`config.mk`:
```
export PLATFORM = sky130hd
export DESIGN_NAME = sw_in_port
export DESIGN_NICKNAME = d
export VERILOG_FILES = /design/src/rtl/sw_in_pkg.sv /design/src/rtl/sw_debounce.sv /design/src/rtl/sw_in_port.sv
export SDC_FILE = /design/constraint.sdc
export NUM_CORES = 1
export LEC_CHECK = 0
export CAP_MARGIN = 25
export CORE_MARGIN = 3
export CORE_UTILIZATION = 60
export CTS_CLUSTER_DIAMETER = 40
export CTS_CLUSTER_SIZE = 8
export DETAILED_ROUTE_END_ITERATION = 8
export DONT_BUFFER_PORTS = 1
export GPL_ROUTABILITY_DRIVEN = 0
export PLACE_DENSITY = 0.8
export SYNTH_ARGS = -nofsm -noshare
export SYNTH_HDL_FRONTEND = slang
export SYNTH_SLANG_ARGS = --single-unit
export TNS_END_PERCENT = 100
```
`constraint.sdc`:
```
create_clock -name clk -period 4.8 [get_ports clk]
set_input_delay 0.96 -clock clk [delete_from_list [all_inputs] [get_ports clk]]
set_output_delay 0.96 -clock clk [all_outputs]
set_load 0.01 [all_outputs]
```
`src/rtl/sw_in_pkg.sv`:
```
// Shared constants, read-address map and debounce state type for the
// switch input port.
package sw_in_pkg;

  localparam int SW_W    = 10;
  localparam int FIELD_W = 5;

  localparam logic [1:0] ADDR_PORT0  = 2'd0;
  localparam logic [1:0] ADDR_PORT1  = 2'd1;
  localparam logic [1:0] ADDR_STATUS = 2'd2;
  localparam logic [1:0] ADDR_EVCNT  = 2'd3;

  typedef enum logic {
    DB_IDLE   = 1'b0,
    DB_SETTLE = 1'b1
  } db_state_e;

  // Operand fields are presented to the CPU as zero-extended 32-bit words.
  function automatic logic [31:0] field_word(input logic [FIELD_W-1:0] f);
    return {{(32-FIELD_W){1'b0}}, f};
  endfunction

endpackage

```
`src/rtl/sw_debounce.sv`:
```
// Two-flop synchronizer plus IDLE/SETTLE debounce FSM for the switch vector.
// o_commit_new is high in the cycle whose closing edge commits a new value.
module sw_debounce
  import sw_in_pkg::*;
#(
  parameter int DEBOUNCE_CYCLES = 50000
) (
  input  logic            clk,
  input  logic            reset,
  input  logic [SW_W-1:0] i_sw,
  output logic [SW_W-1:0] o_stable,
  output logic            o_commit_new
);

  localparam int CNT_W = (DEBOUNCE_CYCLES > 1) ? $clog2(DEBOUNCE_CYCLES) : 1;
  localparam logic [CNT_W-1:0] CNT_LAST = CNT_W'(DEBOUNCE_CYCLES - 1);

  logic [SW_W-1:0]  r_sync1;
  logic [SW_W-1:0]  r_sync2;
  logic [SW_W-1:0]  r_cand;
  logic [SW_W-1:0]  r_stable;
  logic [CNT_W-1:0] r_cnt;
  db_state_e        r_state;

  logic [SW_W-1:0]  w_cand_nxt;
  logic [SW_W-1:0]  w_stable_nxt;
  logic [CNT_W-1:0] w_cnt_nxt;
  db_state_e        w_state_nxt;
  logic             w_commit_new;

  // NOTE: every signal written here gets a default first, so no path can
  // leave it unassigned and infer a latch.
  always_comb begin
    w_state_nxt  = r_state;
    w_cand_nxt   = r_cand;
    w_cnt_nxt    = r_cnt;
    w_stable_nxt = r_stable;
    w_commit_new = 1'b0;
    case (r_state)
      DB_IDLE: begin
        if (r_sync2 != r_stable) begin
          w_cand_nxt  = r_sync2;
          w_cnt_nxt   = '0;
          w_state_nxt = DB_SETTLE;
        end
      end
      DB_SETTLE: begin
        // Any movement of the input restarts the settle window on the new level.
        if (r_sync2 != r_cand) begin
          w_cand_nxt = r_sync2;
          w_cnt_nxt  = '0;
        end else if (r_cnt == CNT_LAST) begin
          w_stable_nxt = r_cand;
          w_commit_new = (r_cand != r_stable);
          w_state_nxt  = DB_IDLE;
        end else begin
          w_cnt_nxt = r_cnt + CNT_W'(1);
        end
      end
      default: w_state_nxt = DB_IDLE;
    endcase
  end

  // NOTE: state is updated only with non-blocking assignments so every flop
  // samples the pre-edge values regardless of statement order.
  always_ff @(posedge clk or negedge reset) begin
    if (!reset) begin
      r_sync1  <= '0;
      r_sync2  <= '0;
      r_cand   <= '0;
      r_stable <= '0;
      r_cnt    <= '0;
      r_state  <= DB_IDLE;
    end else begin
      r_sync1  <= i_sw;
      r_sync2  <= r_sync1;
      r_cand   <= w_cand_nxt;
      r_stable <= w_stable_nxt;
      r_cnt    <= w_cnt_nxt;
      r_state  <= w_state_nxt;
    end
  end

  assign o_stable     = r_stable;
  assign o_commit_new = w_commit_new;

endmodule

```
`src/rtl/sw_in_port.sv`:
```
// Debounced memory-mapped switch input port: operand ports, sticky changed
// flag and registered read port. SW_IN_PORT_EVCNT_EN adds the commit counter.
module sw_in_port
  import sw_in_pkg::*;
#(
  parameter int DEBOUNCE_CYCLES = 50000,
  parameter int EVCNT_W         = 16
) (
  input  logic            clk,
  input  logic            reset,
  input  logic [SW_W-1:0] sw,
  input  logic            rd_en,
  input  logic [1:0]      rd_addr,
  output logic [31:0]     rd_data,
  output logic [31:0]     in_port0,
  output logic [31:0]     in_port1,
  output logic            changed
);

  logic [SW_W-1:0]    w_stable;
  logic               w_commit_new;
  logic               w_status_rd;
  logic [EVCNT_W-1:0] w_evcnt;
  logic [31:0]        w_rd_word;
  logic               r_changed;
  logic [31:0]        r_rd_data;

  sw_debounce #(
    .DEBOUNCE_CYCLES(DEBOUNCE_CYCLES)
  ) u_debounce (
    .clk         (clk),
    .reset       (reset),
    .i_sw        (sw),
    .o_stable    (w_stable),
    .o_commit_new(w_commit_new)
  );

  assign in_port0 = field_word(w_stable[SW_W-1 -: FIELD_W]);
  assign in_port1 = field_word(w_stable[FIELD_W-1:0]);

  assign w_status_rd = rd_en && (rd_addr == ADDR_STATUS);

  // A commit on the same edge as a status read wins: the flag stays set.
  always_ff @(posedge clk or negedge reset) begin
    if (!reset) begin
      r_changed <= 1'b0;
    end else if (w_commit_new) begin
      r_changed <= 1'b1;
    end else if (w_status_rd) begin
      r_changed <= 1'b0;
    end
  end

`ifdef SW_IN_PORT_EVCNT_EN
  logic [EVCNT_W-1:0] r_evcnt;

  always_ff @(posedge clk or negedge reset) begin
    if (!reset) begin
      r_evcnt <= '0;
    end else if (w_commit_new) begin
      r_evcnt <= r_evcnt + EVCNT_W'(1);
    end
  end

  assign w_evcnt = r_evcnt;
`else
  assign w_evcnt = '0;
`endif

  always_comb begin
    w_rd_word = '0;
    case (rd_addr)
      ADDR_PORT0:  w_rd_word = in_port0;
      ADDR_PORT1:  w_rd_word = in_port1;
      ADDR_STATUS: w_rd_word = {31'b0, r_changed};
      ADDR_EVCNT:  w_rd_word = 32'(w_evcnt);
      default:     w_rd_word = '0;
    endcase
  end

  always_ff @(posedge clk or negedge reset) begin
    if (!reset) begin
      r_rd_data <= '0;
    end else if (rd_en) begin
      r_rd_data <= w_rd_word;
    end
  end

  assign rd_data = r_rd_data;
  assign changed = r_changed;

endmodule

```
After elaboration in Yosys (flattened, before gate mapping)
Index checks and enable logic that the tools add are counted.
{"block": "word_totals", "regBits": 90, "in_bits": 15, "output_inout_bits": 97}
{"block": "classes", "add_sub_neg": 1, "eq_ne": 10, "muxes": 17, "n_bitwise": 2, "n_reduce_logical": 6}
{"cell": "32-bit one-hot mux with 4 select lines", "n": 1}
{"cell": "16-bit 2-to-1 mux", "n": 3}
{"cell": "16-bit one-hot mux with 2 select lines", "n": 1}
{"cell": "10-bit inequality test", "n": 3}
{"cell": "10-bit 2-to-1 mux", "n": 2}
{"cell": "10-bit one-hot mux with 2 select lines", "n": 1}
{"cell": "16-bit by 1-bit adder with 16-bit output, second input constant", "n": 1}
{"cell": "16-bit equality test, second input constant", "n": 1}
{"cell": "1-bit 2-to-1 mux", "n": 8}
{"cell": "2-bit equality test, second input constant", "n": 2}
{"cell": "2-bit AND reduction", "n": 2}
{"cell": "3-bit inequality test, second input constant", "n": 1}
{"cell": "3-bit AND reduction", "n": 1}
{"cell": "2-bit by 1-bit equality test with 1-bit output, second input constant", "n": 1}
{"cell": "2-bit logical NOT", "n": 1}
{"cell": "2-bit by 1-bit inequality test with 1-bit output, second input constant", "n": 1}
{"cell": "2-bit inequality test, second input constant", "n": 1}
{"cell": "1-bit inverter", "n": 2}
{"cell": "1-bit one-hot mux with 2 select lines", "n": 1}
{"cell": "2-bit nonzero test", "n": 1}
{"cell": "1-bit logical AND", "n": 1}

Logic depth before layout (Yosys ltp)
Gate-level depths: netlist of run 1.
{"block": "depth", "depth_word": 5, "ltp_mapped": 6, "mapped_depth_nobuf": 6}

Hierarchy
A second synthesis of run 1 with hierarchy kept.
{"block": "unflattened", "hier_cells": 316, "hier_area_um2": 3492.1}
{"module": "sw_debounce", "n_inst": 1, "cells_per_inst": 208, "area_per_inst_um2": 2587.5, "seq_area_each_um2": 1426.4}
{"module": "sw_in_port", "n_inst": 1, "cells_per_inst": 108, "area_per_inst_um2": 904.6, "seq_area_each_um2": 150.1}

Worst setup path after synthesis of run 1
Ideal clock, no wire load.
{"block": "synth_path", "path_type": "reg2reg", "start": "register u_debounce.r_cand[2]", "end": "register u_debounce.r_stable[0] (netlist: u_debounce.o_stable[0])", "arrival_time_ps": 1591, "required_ps": 4675, "setup_slack_ps": 3084, "stages_incl_launch_ff": 7, "period_less_slack_ps": 1716, "cell_sequence": "dfrtp_1 xnor2_1 nand4_2 nor3_2 nand3b_2 buf_6 mux2_4"}
{"block": "synth_via", "elab_chain_len": 3}
{"item": "from (decl)", "line_no": "sw_debounce.sv:20", "source": "logic [SW_W-1:0] r_cand;"}
{"item": "from (signal assigned)", "line_no": "sw_debounce.sv:77", "source": "r_cand <= w_cand_nxt;"}
{"item": "10-bit inequality test", "line_no": "sw_debounce.sv:49", "source": "if (r_sync2 != r_cand) begin"}
{"item": "1-bit inverter (no source line)"}
{"item": "3-bit AND reduction (no source line)"}
{"item": "to (signal assigned)", "line_no": "sw_debounce.sv:78", "source": "r_stable <= w_stable_nxt;"}
{"item": "to (decl)", "line_no": "sw_debounce.sv:21", "source": "logic [SW_W-1:0] r_stable;"}
Every way passes these cells.
A chain may end at the register's enable or synchronous reset.

Final worst setup path of run 1
{"block": "layout_path", "start": "register u_debounce.r_stable[3] (netlist: u_debounce.o_stable[3])", "end": "register u_debounce.r_cand[5]"}
{"block": "layout_via", "elab_chain_len": 3}
{"item": "10-bit inequality test", "line_no": "sw_debounce.sv:41", "source": "if (r_sync2 != r_stable) begin"}
{"item": "2-bit by 1-bit inequality test with 1-bit output (no source line)"}
{"item": "2-bit AND reduction (no source line)"}
Every way passes these cells.

==> metrics.md, run 1 <==
| Metric | Value |
|---|---|
| Status | finished clean |
| Vias in the first global route | 2005 |
| Max Freq | 0.408 GHz |
| CP Capture Type | flip-flop |
| Gr usage total | 0.194 |
| Finish-stage setup viols | 0 |
| Cell Rows | 27 |
| Crit path time final | 2450 ps |
| Die width | 82.7 um |
| Fin area | 3470 um2 |
| Vias | 2087 |
| Cell area after placement | 3270 um2 |
| Worst r2r path cells | 5 |
| Commonest non-fill, non-tap cell in the layout | conb_1 |
| Cell area after synthesis | 3530 um2 |
| # port buffers | 0 |
| Worst Setup Start Kind | flip-flop |
| Arr. time, crit path | 2680 ps |
| Chip height | 82.7 um |
| Max Slew Vio Count | 0 |
| Hold slack | 300 ps |
| Antenna diode count | 0 |
| Antenna-violating nets left | 0 |
| Headroom to the max-slew limit | 0.371 |
| Post-CTS Setup Bufs | 0 |
| Post-layout util | 0.619 |
| Ys async rst share | 1.00 |
| HP Class | in -> async |
| Root Buffer | clkbuf_8 |
| Worst Skew | 12.1 ps |
| Die area | 6840 um2 |
| Worst VDD drop | 0.256 mV |
| Final cycle utilization of the critical path | 0.510 |
| Fill count | 451 |
| Critical path class | reg -> reg |
| R2R Setup Slk | 2350 ps |
| Clock Sinks | 63 |
| Total CTS buffers | 9 |
| Final Hold Fails | 0 |
| Register area share after synthesis | 0.447 |
| #FFs+latches synth | 63 |
| Starting Density | 0.629 |
| TritonRoute pass-1 iters | 4 |
| Synth Instances | 325 |
| YS warnings | 0 |
| Least-Margin Pin Slew | 941 ps |
| First-pass GRT wire length | 9630 um |
| Setup TNS | 0 ps |
| Proportion of layout cells with a drive suffix above 1 | 0.129 |
| H-tree levels | 3 |
| WL/cell | 14.8 um |
| CTS tree | done |
| WL final | 5980 um |
| Highest-count cells in the layout ignoring fill and taps | conb_1, dfrtp_1, xnor2_1, nand2_1, nor2_1 |
| Largest net degree at the start of global routing | 64 |
| Max Fanout on Critical Path | 21 |
| WP data required | 5030 ps |
| Reg clk slew, reported paths | 80 ps |
| Post-synth EDFFs | 0 |
| Core Box Area | 5610 um2 |
| Worst-skew pair later-pin latency | 350 ps |
| Fin nets | 344 |
| Dpl hpwl | 4300 um |
| Overall Power | 1080 uW |
| # hold bufs at CTS | 0 |
| Pwr per Cell Area | 312 nW/um2 |
| CTS Buffer Depth | 2 |
| RSZ-0062 raised after global routing | false |
| RR Startpoint | u_debounce.o_stable[3] |
| Leakage | 0.00170 uW |
| Max Cap Viol | 0 |
| Number of distinct library cells after synthesis | 42 |
| Grt ovf | 0 |
| Post-cts resize count | 0 |
| Ys flop type | dfrtp_1 |
| Mean post-synth cell area | 10.9 um2 |
| Vias/cell | 5.15 |
| Worst r2r dst | u_debounce.r_cand[5] |
| Drt first-iter violations | 114 |
| # DRC | 0 |
| Initial antenna violation count | 0 |
| Area Overhead vs Synth | -1.60% |
| Total I/O pin count | 112 |
| Worst setup path start | u_debounce.o_stable[3] |
report_power, final:
group	switching [uW]	total, uW	internal [uW]
combinational	40.8	56.0	15.3
clock	213	469	256
sequential	14.7	559	544
total	269	1080	816
flip-flops by register name, indices dropped and copies added (netlist names):
register,cells
u_debounce.o_stable,10
u_debounce.r_cnt,16
u_debounce.r_state,1
rd_data,5
changed,1
u_debounce.r_sync2,10
u_debounce.r_cand,10
u_debounce.r_sync1,10
worst max path at each step:
stage	slack, ps	depth (start not counted)	to
floorplan	3080	6	u_debounce.o_stable[0]
global placement	2410	5	u_debounce.r_cand[1]
detailed placement	2380	5	u_debounce.r_cand[5]
CTS	2360	5	u_debounce.r_cand[5]
global route	2140	5	u_debounce.r_cand[5]
finish	2350	5	u_debounce.r_cand[5]
logic make-up after synthesis:
kind of cell	after synthesis	share of synthesized area
AO/OA/AOI/OAI	29	0.0603
XOR/XNOR	31	0.0769
adder cells (fa/ha/maj)	1	0.00354
buffers and inverters	95	0.192
flip-flops	63	0.447
multiplexers	23	0.0808
other	1	0.00106
AND/OR/NAND/NOR	82	0.138
stage by stage:
stage          setup slack (ps)  cells
2_1_floorplan              3080    405
3_3_place_gp               2410    389
3_5_place_dp               2380    389
4_1_cts                    2360    405
5_1_grt                    2140    405
6_report                   2350    405
area by class of cell:
class	instances	area, um2	area share
flip-flops and latches	63	1580	0.454
clock buffers	10	138	0.0396
multi-input cells	247	1570	0.453
clock inverters	6	68.8	0.0198
well taps	72	90.1	0.0259
inverters	7	26.3	0.00756
routing by layer:
layer | vias up | share of wire | track usage
met4 | 0 | 0.018 | 0.108
met1 | 998 | 0.44 | 0.251
li1 | 976 | - | -
met5 | - | 0 | 0
met3 | 9 | 0.083 | 0.0456
met2 | 104 | 0.46 | 0.300
Yosys cell counts, types with 2 or more instances:
| cell | n | area share |
|---|---|---|
| xor2_1 | 13 | 0.032 |
| and3_1 | 9 | 0.016 |
| clkbuf_1 | 2 | 0.0021 |
| inv_1 | 7 | 0.0074 |
| mux2_2 | 8 | 0.026 |
| dfrtp_1 | 63 | 0.45 |
| nor4_1 | 4 | 0.0071 |
| buf_4 | 81 | 0.17 |
| mux2_4 | 9 | 0.038 |
| xnor2_1 | 18 | 0.045 |
| buf_2 | 3 | 0.0043 |
| nor2_1 | 14 | 0.015 |
| o22ai_1 | 4 | 0.0071 |
| nor3_4 | 2 | 0.0092 |
| nand3_1 | 10 | 0.014 |
| nand4_1 | 9 | 0.016 |
| mux2i_1 | 6 | 0.017 |
| or3_1 | 2 | 0.0035 |
| a21oi_1 | 7 | 0.0099 |
| nand4bb_1 | 2 | 0.0064 |
| a221o_1 | 8 | 0.023 |
| nand2_1 | 17 | 0.018 |
| and4_1 | 2 | 0.0050 |
| buf_6 | 2 | 0.0064 |
| o21ai_0 | 5 | 0.0071 |
| nand4b_1 | 2 | 0.0050 |
critical path, stage by stage (launching register included):
cell,delay [ps]
dfrtp_1,490
xor2_1,190
nor4_1,370
and3_1,740
nor2_2,210
mux2_2,330
(Power assumes the default switching activity.)
==> run 2: changes to the inputs <==
CORE_UTILIZATION = 57   (was 60)
PLACE_DENSITY = 0.79   (was 0.8)
clock period = 2.2 ns   (was 4.8 ns; I/O delays follow)
==> run 2 against run 1 <==
  * Clock power up 110%
  * Largest power group unchanged
  * Flip-flop and latch count unchanged
  * Critical path depth did not move
  * Utilization is 2.2 points lower
  * Clock skew decreased by 3.5 ps
  * Setup slack worse by 2200 ps
  * Design area grew 2.4%
  * Combinational power increased to 2.7 times the previous value
==> metrics.md, run 2 (synthesized netlist as in run 1, its figures left out) <==
| Metric | Value |
|---|---|
| Leakage | 0.00175 uW (+2.8%) |
| Chip height | 84.7 um (+2.4%) |
| R2R Setup Slk | 120 ps (-2230 ps) |
| Grt ovf | 0 (unchanged) |
| Total CTS buffers | 9 (unchanged) |
| Top reg by flops | u_debounce.r_cnt |
| Final cell count without fillers | 417 (+3.0%) |
| Finish-stage setup viols | 0 (unchanged) |
| Max Fanout on Critical Path | 11 (-48%) |
| Area Overhead vs Synth | 0.780% |
| RSZ-0062 raised after global routing | false |
| Drt first-iter violations | 128 (+12%) |
| Crit-path cells | xnor2_1 -> nand4_2 -> nor3_2 -> nand3b_2 -> mux2_4 |
| Post-CTS Setup Bufs | 0 (unchanged) |
| Dpl hpwl | 4400 um (+2.4%) |
| Max Freq | 0.481 GHz (+18%) |
| Gr usage total | 0.180 (-0.0135) |
| Worst Setup Start Kind | flip-flop |
| Proportion of layout cells with a drive suffix above 1 | 0.149 (+0.0200) |
| CTS tree | done |
| Core Box Area | 5960 um2 (+6.2%) |
| Max Cap Viol | 0 (unchanged) |
| Initial antenna violation count | 0 (unchanged) |
| Die area | 7170 um2 (+4.9%) |
| Final cycle utilization of the critical path | 0.946 (+0.436) |
| Cell Rows | 28 (+3.7%) |
| # port buffers | 0 (unchanged) |
| Fin nets | 353 (+2.6%) |
| HP Class | in -> reg |
| Max reg flops | 16 (unchanged) |
| Vias in the first global route | 2044 (+1.9%) |
| Worst Hold Launch | sw[0] |
| PnR worst setup slack | 119 ps (-2230 ps) |
| Worst VDD drop | 0.433 mV (+69%) |
| Worst Skew | 8.55 ps (-3.51 ps) |
| Arr. time, crit path | 2300 ps (-380 ps) |
| Clock Sinks | 63 (unchanged) |
| Root Buffer | clkbuf_8 |
| Vias | 2168 (+3.9%) |
| Slowest cell delay on critical path | 460 ps (-280 ps) |
| TritonRoute pass-1 iters | 4 (unchanged) |
| Total I/O pin count | 112 (unchanged) |
| Die width | 84.7 um (+2.4%) |
| Crit path time final | 2080 ps (-367 ps) |
| H-tree levels | 3 (unchanged) |
| Critical Path Slowest Stage Cell | dfrtp_1 |
| Final Hold Fails | 0 (unchanged) |
| Highest-count cells in the layout ignoring fill and taps | conb_1, dfrtp_1, xnor2_1, nand2_1, nor2_1 |
| Dpl cells | 399 (+2.6%) |
| Antenna diode count | 0 (unchanged) |
| Pwr per Cell Area | 663 nW/um2 (+110%) |
| Worst r2r dst | u_debounce.o_stable[3] |
| Footprint of the multi-input gates | 1570 um2 (unchanged) |
| WL final | 6110 um (+2.2%) |
| Reg clk slew, reported paths | 70 ps (about the same) |
| Status | finished clean |
| Antenna-violating nets left | 0 (unchanged) |
| Commonest non-fill, non-tap cell in the layout | conb_1 |
| Critical path class | reg -> reg |
| Hold Path End | u_debounce.r_sync1[0] |
| Vias/cell | 5.20 (+0.89%) |
| Max Slew Vio Count | 0 (unchanged) |
| CP Capture Type | flip-flop |
| First-pass GRT wire length | 10000 um (+4.1%) |
| FF+latch area | 1580 um2 (unchanged) |
| Post-cts resize count | 0 (unchanged) |
| Worst r2r path cells | 5 (unchanged) |
| CTS Buffer Depth | 2 (unchanged) |
| WHS Path Cells | 0 |
| Largest net degree at the start of global routing | 64 (unchanged) |
| Post-placement setup slack | 154 ps (-2220 ps) |
| Worst-skew pair later-pin latency | 340 ps (about the same) |
| Fill count | 470 (+4.2%) |
| Setup TNS | 0 ps (unchanged) |
| WL/cell | 14.7 um (-0.73%) |
| # DRC | 0 (unchanged) |
| Starting Density | 0.593 (-0.0368) |
| RR Startpoint | u_debounce.r_cand[4] |
| WP data required | 2420 ps (-2610 ps) |
-- run 2: cell count changes in the layout (fill, tap and decap cells not counted), sizes merged --
cell         before  now
clkbuf           10    9
clkinvlp          1    2
buf               0    8
dlygate4sd3       0    1
-- run 2: timing repair --
| item | CTS | global route |
|---|---|---|
| hold buffers | 2 | 0 |
| endpoints found under the setup margin | 0 | 0 |
| hold endpoints to repair | 63 | 0 |
-- run 2: cell type report --
| cell class | instances | share of cell area |
|---|---|---|
| Tap cell | 75 | 0.0264 |
| Multi-Input combinational cell | 247 | 0.442 |
| Inverter | 7 | 0.00739 |
| Clock buffer | 9 | 0.0348 |
| Timing Repair Buffer | 9 | 0.0253 |
| Clock inverter | 7 | 0.0204 |
| Sequential cell | 63 | 0.443 |
-- run 2: metrics by stage --
stage	utilization	hold WS [ps]	area [um2]	power [uW]
after floorplan	-	144	3830	1450
after global placement	0.558	147	3320	1350
after detailed placement	0.558	146	3320	1360
after CTS	0.597	103	3560	2380
after global routing	0.597	93.7	3560	2470
final	0.597	121	3560	2360
-- run 2: metal layers --
metal / wire length (um) / GRT usage / share of wire / up-vias
met3: 528 / 0.0442 / 0.086 / 12
met5: 0 / 0 / 0 / -
li1: - / - / - / 988
met4: 138 / 0.0993 / 0.023 / 0
met1: 2630 / 0.244 / 0.43 / 1068
met2: 2820 / 0.267 / 0.46 / 100
-- run 2: where the power goes --
part | leakage, uW | switching (uW) | internal [uW]
combinational | 0.000851 | 112 | 39.7
clock | 0.0000956 | 466 | 524
sequential | 0.000804 | 30.5 | 1190
-- run 2: worst max path at each step --
| stage | slack (ps) | start | cells past startpoint | to |
|---|---|---|---|---|
| after floorplan | 480 | u_debounce.r_cand[2] | 6 | u_debounce.o_stable[0] |
| after global placement | 220 | u_debounce.r_cand[4] | 5 | u_debounce.o_stable[9] |
| final | 120 | u_debounce.r_cand[4] | 5 | u_debounce.o_stable[3] |
| after detailed placement | 150 | u_debounce.r_cand[4] | 5 | u_debounce.o_stable[0] |
| after global routing | 10 | u_debounce.r_cand[4] | 5 | u_debounce.o_stable[3] |
| after CTS | 130 | u_debounce.r_cand[4] | 5 | u_debounce.o_stable[3] |
-- run 2: worst max-delay path: cells and delay by family (launching register included) --
kind / cells / cell delay [ps]
xor gates and xnor gates: 1 / 240
DFF: 1 / 460
and+or+nand+nor: 3 / 850
muxes: 1 / 410
